[src/rtl/serial_frame_receiver_pkg.sv]
// serial_rx_pkg: types and helpers shared by the serial frame receiver.
//   state_t          - receiver FSM encoding
//   even_parity_err  - 1 when word plus parity bit has odd weight
//   frame_len        - number of enabled samples one frame occupies
package serial_rx_pkg;

    typedef enum logic [1:0] {
        IDLE   = 2'd0,
        DATA   = 2'd1,
        PARITY = 2'd2,
        STOP   = 2'd3
    } state_t;

    // Widest word the parity helper accepts; narrower words are zero-extended,
    // which does not change the XOR reduction.
    localparam int PARITY_W = 64;

    function automatic logic even_parity_err(input logic [PARITY_W-1:0] word,
                                             input logic parity_bit);
        return (^word) ^ parity_bit;
    endfunction

    // Start bit + data bits + optional parity bit + stop bit.
    function automatic int frame_len(input int data_width, input int parity_en);
        return 2 + data_width + parity_en;
    endfunction

endpackage

[src/rtl/serial_frame_receiver_if.sv]
// serial_frame_receiver_if: valid/ready word output of the frame receiver.
//   data        - received word
//   valid       - data and flags hold a frame
//   ready       - consumer accepts on valid && ready
//   parity_err  - parity mismatch of the held frame
//   frame_err   - stop bit was 0 for the held frame
// master: receiver side, slave: consumer side.
interface serial_frame_receiver_if #(
    parameter int DATA_WIDTH = 8
) ();
    logic [DATA_WIDTH-1:0] data;
    logic                  valid;
    logic                  ready;
    logic                  parity_err;
    logic                  frame_err;

    modport master (output data, valid, parity_err, frame_err, input ready);
    modport slave  (input data, valid, parity_err, frame_err, output ready);
endinterface

[src/rtl/serial_frame_receiver_rx_shift_reg.sv]
// rx_shift_reg: deserializing register.
//   clock, Sclr (sync active-high), enable (shift strobe), serial_in, q (parallel word)
// LEFT : new bit enters at bit 0, first bit received ends up as the MSB.
// RIGHT: new bit enters at the MSB, first bit received ends up as bit 0.
module rx_shift_reg #(
    parameter int    DATA_WIDTH      = 8,
    parameter string SHIFT_DIRECTION = "LEFT"
) (
    input  logic                  clock,
    input  logic                  Sclr,
    input  logic                  enable,
    input  logic                  serial_in,
    output logic [DATA_WIDTH-1:0] q
);
    generate
        if (SHIFT_DIRECTION == "LEFT") begin : g_left
            always_ff @(posedge clock) begin
                if (Sclr)        q <= '0;
                else if (enable) q <= {q[DATA_WIDTH-2:0], serial_in};
            end
        end else begin : g_right
            always_ff @(posedge clock) begin
                if (Sclr)        q <= '0;
                else if (enable) q <= {serial_in, q[DATA_WIDTH-1:1]};
            end
        end
    endgenerate
endmodule

[src/rtl/serial_frame_receiver.sv]
// serial_frame_receiver: start-bit detect, data assembly, even parity and stop
// bit checks, one-deep holding register with sticky overrun.
//   clock, Sclr      - clock and sync active-high reset
//   enable           - bit strobe; serial_in sampled only when high
//   serial_in        - serial stream, idle high
//   rx_bus (master)  - data/valid/ready/parity_err/frame_err
//   overrun          - sticky: completed frame dropped while holding reg full
//   busy             - FSM not in IDLE
module serial_frame_receiver
    import serial_rx_pkg::*;
#(
    parameter int    DATA_WIDTH      = 8,
    parameter string SHIFT_DIRECTION = "LEFT",
    parameter int    PARITY_EN       = 1
) (
    input  logic                    clock,
    input  logic                    Sclr,
    input  logic                    enable,
    input  logic                    serial_in,
    serial_frame_receiver_if.master rx_bus,
    output logic                    overrun,
    output logic                    busy
);
    localparam int CNT_W = (DATA_WIDTH > 2) ? $clog2(DATA_WIDTH) : 1;
    localparam logic [CNT_W-1:0] LAST_CNT = CNT_W'(DATA_WIDTH - 1);

    state_t                state;
    logic [CNT_W-1:0]      bit_cnt;
    logic                  perr;
    logic [DATA_WIDTH-1:0] word;

    // The assembly register only shifts on data-bit samples; it holds the
    // finished word through the parity and stop samples.
    rx_shift_reg #(
        .DATA_WIDTH      (DATA_WIDTH),
        .SHIFT_DIRECTION (SHIFT_DIRECTION)
    ) u_shift (
        .clock     (clock),
        .Sclr      (Sclr),
        .enable    (enable && (state == DATA)),
        .serial_in (serial_in),
        .q         (word)
    );

    always_ff @(posedge clock) begin
        if (Sclr) begin
            state             <= IDLE;
            bit_cnt           <= '0;
            perr              <= 1'b0;
            busy              <= 1'b0;
            overrun           <= 1'b0;
            rx_bus.data       <= '0;
            rx_bus.valid      <= 1'b0;
            rx_bus.parity_err <= 1'b0;
            rx_bus.frame_err  <= 1'b0;
        end else begin
            // A transfer drops valid; a completion below on this same edge
            // overrides it with the new word.
            if (rx_bus.valid && rx_bus.ready)
                rx_bus.valid <= 1'b0;

            if (enable) begin
                case (state)
                    IDLE: begin
                        if (!serial_in) begin
                            state   <= DATA;
                            bit_cnt <= '0;
                            perr    <= 1'b0;
                            busy    <= 1'b1;
                        end
                    end
                    DATA: begin
                        bit_cnt <= bit_cnt + 1'b1;
                        if (bit_cnt == LAST_CNT)
                            state <= (PARITY_EN != 0) ? PARITY : STOP;
                    end
                    PARITY: begin
                        perr  <= even_parity_err(PARITY_W'(word), serial_in);
                        state <= STOP;
                    end
                    STOP: begin
                        state <= IDLE;
                        busy  <= 1'b0;
                        if (!rx_bus.valid || rx_bus.ready) begin
                            rx_bus.data       <= word;
                            rx_bus.parity_err <= perr;
                            rx_bus.frame_err  <= ~serial_in;
                            rx_bus.valid      <= 1'b1;
                        end else begin
                            overrun <= 1'b1;
                        end
                    end
                    default: state <= IDLE;
                endcase
            end
        end
    end
endmodule

[src/flat_wrapper.sv]
// flat-port wrapper written by rule: the top's interface ports become plain ports
module serial_frame_receiver_flat import serial_rx_pkg::*;
#(
    parameter int    DATA_WIDTH      = 8,
    parameter string SHIFT_DIRECTION = "    ",
    parameter int    PARITY_EN       = 1
)
  (clock, Sclr, enable, serial_in, overrun, busy, rx_bus_data, rx_bus_valid, rx_bus_parity_err, rx_bus_frame_err, rx_bus_ready);
  serial_frame_receiver_if #(.DATA_WIDTH(DATA_WIDTH)) rx_bus_i ();
  input  logic clock;
  input  logic Sclr;
  input  logic enable;
  input  logic serial_in;
  output logic overrun;
  output logic busy;
  output wire logic [$bits(rx_bus_i.data)-1:0] rx_bus_data;
  output wire logic [$bits(rx_bus_i.valid)-1:0] rx_bus_valid;
  output wire logic [$bits(rx_bus_i.parity_err)-1:0] rx_bus_parity_err;
  output wire logic [$bits(rx_bus_i.frame_err)-1:0] rx_bus_frame_err;
  input wire logic [$bits(rx_bus_i.ready)-1:0] rx_bus_ready;
  assign rx_bus_data = rx_bus_i.data;
  assign rx_bus_valid = rx_bus_i.valid;
  assign rx_bus_parity_err = rx_bus_i.parity_err;
  assign rx_bus_frame_err = rx_bus_i.frame_err;
  assign rx_bus_i.ready = rx_bus_ready;
  serial_frame_receiver #(.DATA_WIDTH(DATA_WIDTH), .SHIFT_DIRECTION(SHIFT_DIRECTION), .PARITY_EN(PARITY_EN)) u_core (.clock(clock), .Sclr(Sclr), .enable(enable), .serial_in(serial_in), .rx_bus(rx_bus_i), .overrun(overrun), .busy(busy));
endmodule
[config.mk]
export PLATFORM = sky130hd
export DESIGN_NAME = serial_frame_receiver_flat
export DESIGN_NICKNAME = d
export VERILOG_FILES = /design/src/rtl/serial_frame_receiver_pkg.sv /design/src/rtl/serial_frame_receiver_if.sv /design/src/rtl/serial_frame_receiver_rx_shift_reg.sv /design/src/rtl/serial_frame_receiver.sv /design/src/flat_wrapper.sv
export SDC_FILE = /design/constraint.sdc
export NUM_CORES = 1
export LEC_CHECK = 0
export ABC_AREA = 0
export BUFFER_PORTS_ARGS = -buffer_cell sky130_fd_sc_hd__buf_2
export CAP_MARGIN = 20
export CORE_MARGIN = 3
export CORE_UTILIZATION = 54
export DETAILED_ROUTE_END_ITERATION = 6
export PLACE_DENSITY = 0.77
export SLEW_MARGIN = 15
export SYNTH_ARGS = -nofsm -noshare
export SYNTH_HDL_FRONTEND = slang
export SYNTH_HIERARCHICAL = 1
export SYNTH_SLANG_ARGS = --single-unit
[constraint.sdc]
create_clock -name clock -period 1.65 [get_ports clock]
set_input_delay 0.0825 -clock clock [delete_from_list [all_inputs] [get_ports clock]]
set_output_delay 0.0825 -clock clock [all_outputs]
set_load 0.005 [all_outputs]
# Yosys cells after proc, flatten, opt, wreduce, memory -nomap -nowiden
# Index checks and enable logic that the tools add are counted.
[classes]
n_mul = 0
eq_ne = 6
bitwise = 3
mux = 13
div = 0
magnitude_cmp = 0
n_reduce_logical = 15
shifts = 0
n_addsub = 1
[ops]
columns = ["op", "n"]
rows = [
  ["parity 64 bit", 1],
  ["AND reduction 3 bit", 6],
  ["case mux 2 bit (4 select lines)", 1],
  ["2-to-1 mux 1 bit", 6],
  ["case mux 3 bit (2 select lines)", 1],
  ["nonzero test 2 bit", 3],
  ["== test 2 bit (second input constant)", 2],
  ["2-to-1 mux 2 bit", 2],
  ["inequality test 2 bit (second input constant)", 2],
  ["case mux 1 bit (2 select lines)", 2],
  ["adder 3 x 1 -> 3 bit (second input constant)", 1],
  ["== test 3 bit (second input constant)", 1],
  ["2-to-1 mux 3 bit", 1],
  ["== test 2 x 1 -> 1 bit (second input constant)", 1],
  ["logical AND 1 bit", 2],
  ["logical NOT 2 bit", 1],
  ["inverter 1 bit", 2],
  ["logical NOT 1 bit", 1],
  ["logical OR 1 bit", 1],
  ["bitwise XOR 1 bit", 1],
]
[word_totals]
wordCells = 48
mem_bits_rw = 0
register_bits = 27
mem_count = 0
rom_bits = 0
input_bits = 5
latch_bits = 0
out_inout_bits = 13

# Depth between registers and ports, before layout
[depth]
depth_word = 5
depth_mapped = 6
ltp_nobuf = 6

# Modules after synthesis
# Netlist, hierarchy kept.
[modules_own_cells]
columns = ["module", "area_each_um2", "n_inst", "cells_per_inst"]
rows = [
  ["serial_frame_receiver", 867.1, 1, 88],
  ["rx_shift_reg", 285.3, 1, 26],
]

# Worst setup path after synthesis
# OpenSTA, ideal clock, no wires.
[synth_timing]
kind = "flip-flop to flip-flop"
from = "reg u_core.state[0]"
to = "reg u_core.state[0]"
path_slack_ps = 246
synth_period_minus_slack_ps = 1404
stages_incl_launch_ff = 7
t_arrival_ps = 1271
t_required_ps = 1517
path_cell_list = "dfxtp_1 > inv_1 > ha_1 > a21boi_2 > o21ai_1 > nor3_1 > a211oi_1"
[synth_via]
elab_chain_len = 3
[synth_lines]
columns = ["element", "line_no", "source"]
rows = [
  ["start, declared", "serial_frame_receiver.sv:27", "state_t state;"],
  ["start signal, assigned", "serial_frame_receiver.sv:75", "state <= (PARITY_EN != 0) ? PARITY : STOP;"],
  ["== test 2 x 1 -> 1 bit / logical NOT 2 bit (equally long branches)", "serial_frame_receiver.sv:63", "case (state)"],
  ["inequality test 2 bit (no source line)", "--", ""],
  ["AND reduction 3 bit (no source line)", "--", ""],
]
# Parallel ways exist; a longest one is shown, timed or not.
# A chain may end at the register's enable or synchronous reset.

# Final worst setup path
[layout_timing]
from = "reg u_core.u_shift.q[1]"
to = "reg u_core.perr"
[layout_via]
elab_chain_len = 3
[layout_lines]
columns = ["element", "line_no", "source"]
rows = [
  ["start, declared", "serial_frame_receiver_rx_shift_reg.sv:13", "output logic [DATA_WIDTH-1:0] q"],
  ["start signal, assigned", "serial_frame_receiver_rx_shift_reg.sv:24", "else if (enable) q <= {serial_in, q[DATA_WIDTH-1:1]};"],
  ["parity 64 bit", "serial_frame_receiver_pkg.sv:20", "return (^word) ^ parity_bit;"],
  ["bitwise XOR 1 bit", "serial_frame_receiver_pkg.sv:20", ""],
  ["case mux 1 bit (2 select lines)", "serial_frame_receiver.sv:63", ""],
  ["end signal, assigned", "serial_frame_receiver.sv:78", "perr <= even_parity_err(PARITY_W'(word), serial_in);"],
  ["end, declared", "serial_frame_receiver.sv:29", "logic perr;"],
]
# No other way between the ends.

==> impl_metrics.py <==
metrics = {
    "status": {
        "status": "finished, final reports clean",
    },
    "floorplan": {
        "rows": 16,
        "die_w_um": 52.2,
        "initial_utilization": 0.581,
        "fp.dieH_um": 52.2,
        "core_um2": 1980,
        "die_area_um2": 2720,
        "pin_count": 18,
    },
    "clocking": {
        "cts_num_sinks": 27,
        "cts_buffers": 3,
        "cts_tree": "built",
        "clockBufferDepth": 2,
        "htree_levels": 1,
        "clkTransAtPathRegs_ns": 0.14,
        "postCtsSetupBuffers": 0,
        "cts_root_buffer": "clkbuf_4",
        "clock_insertion_delay_worst_skew_ns": 0.32,
    },
    "logic_synthesis": {
        "ys_ff_latch": 27,
        "yosysSeqAreaShare": 0.469,
        "postSynthAreaPerCell_um2": 10.1,
        "ys_warn_count": 6,
        "synth_area_um2": 1150,
        "synth.distinct_cells": 26,
        "synth_nets": 125,
        "syn_inst": 114,
    },
    "cells_and_area": {
        "nNetsFinal": 146,
        "area_growth_pct": 13.9,
        "diodes": 0,
        "fill_cells": 159,
        "seqCellArea_um2": 542,
        "drive_gt1_frac": 0.209,
        "multi_input_area_um2": 579,
        "layout_commonest_cell": "dfxtp_1",
        "layout_common_cells": "26 x dfxtp_1, 24 x nor2_1, 18 x mux2i_1",
    },
    "global_routing": {
        "grt_pass1_wl_mm": 3.58,
        "grt_max_degree": 16,
        "grt_most_used_layer": "met2",
        "grt_pass1_vias": 803,
        "track_usage": 0.178,
        "grt_overflow": 0,
        "antenna_found_initial": 0,
        "use_met2": 0.287,
        "use_met3": 0.0256,
        "grtUsageMet1": 0.232,
    },
    "timing": {
        "post-route-min-period_ns": 1.46,
        "drv_slew": 0,
        "maxSlewHeadroom": 0.818,
        "fmax_mhz": 684,
        "final-hold-violation-count": 0,
        "grt_setup_unrepaired": "no",
        "finalSetupViolations": 0,
        "fin_skew_ns": 0.00280,
        "setup_slack_ns": 0.187,
        "fin_tns_setup_ns": 0,
        "tightest_slew_ns": 0.273,
        "fin_crit_sh": 0.886,
    },
    "route": {
        "num_vias": 840,
        "dr.first_iter.drc_count": 15,
        "via_per_inst": 5.22,
        "wl_per_cell_um": 13.0,
        "drt_first_pass_iters": 4,
        "route.detailed.drc": 0,
        "ant_nets": 0,
        "routed_wl_mm": 2.09,
    },
    "power": {
        "leakage_nw": 0.563,
        "power_density_nw_per_um2": 816,
        "peakVddDrop_mv": 0.585,
    },
    "critical_path": {
        "crit_fanout": 4,
        "cp.arrival_ns": 1.69,
        "setup.worst_path.end_class": "flop",
        "required_ns": 1.88,
        "start_kind": "flop",
        "path_class": "reg2reg",
    },
    "worst_hold_path": {
        "hp-class": "in2reg",
    },
    "place": {
        "gp_congestion": 0.766,
        "io_buffers": 17,
        "hpwl_mm": 1.53,
        "pre_cts_ws_ns": 0.174,
    },
    "flow_run": {
        "timing.max_cap.violations": 0,
    },
}
==> final cells by class <==
| cell class | count | share of cell area |
|---|---|---|
| Multi-Input combinational cell | 78 | 0.441 |
| Sequential cell | 27 | 0.413 |
| Timing Repair Buffer | 21 | 0.0877 |
| Tap cell | 27 | 0.0257 |
| Clock buffer | 3 | 0.0172 |
| Inverter | 4 | 0.0114 |
| Clock inverter | 1 | 0.00381 |
==> critical path, stage by stage, from the launching register on <==
cell and delay, ns:
dfxtp_1 0.42, xnor2_1 0.14, xnor3_1 0.43, xnor2_1 0.15, a41o_1 0.24
==> final timing paths <==
path	endpoint	start	slack, ns	depth (start not counted)
max	u_core/perr	u_core/u_shift/q[1]	0.19	4
min reg2reg	u_core/overrun	u_core/overrun	0.48	2
min	u_core/rx_bus.frame_err	serial_in	0.04	2
max reg2reg	u_core/perr	u_core/u_shift/q[1]	0.19	4
==> registers in the layout (all words and copies together), names as in the netlist <==
register / flops
u_core/bit_cnt: 3
u_core/rx_bus.valid: 1
u_core/overrun: 1
u_core/rx_bus.data: 8
u_core/rx_bus.frame_err: 1
u_core/perr: 1
u_core/busy: 1
u_core/rx_bus.parity_err: 1
u_core/state: 2
u_core/u_shift/q: 8
==> metal layers <==
| layer | part of all wire | wire, um |
|---|---|---|
| met3 | 0.052 | 108 |
| met2 | 0.48 | 1010 |
| met1 | 0.45 | 948 |
| met5 | 0 | 0 |
| met4 | 0.013 | 27 |
==> kinds of logic (layout without fill, tap and decap cells) <==
kind of cell	count (synthesis)	after routing	synth area share
and+or+nand+nor	33	33	0.123
xor gates and xnor gates	7	7	0.0651
muxes	18	18	0.156
adders and majority gates	6	6	0.0651
DFF	27	27	0.469
buffers and inverters	9	29	0.0369
AOI/OAI and AO/OA	14	14	0.0847
==> power breakdown <==
group          switching (mW)  leakage, nW  total, mW  internal [mW]
Sequential            0.00904        0.218      0.672          0.663
Combinational          0.0662        0.326      0.119         0.0526
Clock                   0.189       0.0177      0.280         0.0909
==> repair_timing <==
action / 4_1_cts / 5_1_grt
endpoints found under the setup margin: 0 / 4
gates resized for setup: 0 / 3
hold endpoints to repair: 0 / 0
hold buffers: 0 / 0
==> synthesized netlist by cell type <==
master    number  area [um2]
a211oi_1       3        22.5
a21boi_2       1        11.3
a21oi_1        3        15.0
a31oi_1        1        6.26
a32oi_1        2        17.5
a41o_1         1        10.0
and2_1         1        6.26
and3_1         1        6.26
buf_1          2        7.51
buf_2          1        5.00
buf_6          1        11.3
clkbuf_1       1        3.75
dfxtp_1       27         541
ha_1           6        75.1
inv_1          4        15.0
mux2i_1       18         180
nand2_1        2        7.51
nand3b_1       1        7.51
nor2_1        24        90.1
nor2b_1        3        18.8
nor3_1         1        5.00
o21ai_0        1        5.00
o21ai_1        2        10.0
xnor2_1        5        43.8
xnor3_1        1        22.5
xor2_1         1        8.76
==> metrics by stage <==
step	area (um2)	std cells	util	hold slack [ns]	power (mW)
2_1_floorplan	1150	114	-	0.178	0.767
3_5_place_dp	1270	157	0.643	0.374	0.800
6_report	1310	161	0.662	0.0372	1.07
4_1_cts	1300	161	0.657	0.0192	1.07
3_3_place_gp	1270	157	0.643	0.365	0.793
5_1_grt	1310	161	0.662	0.0450	1.11
(Power assumes the default switching activity.)
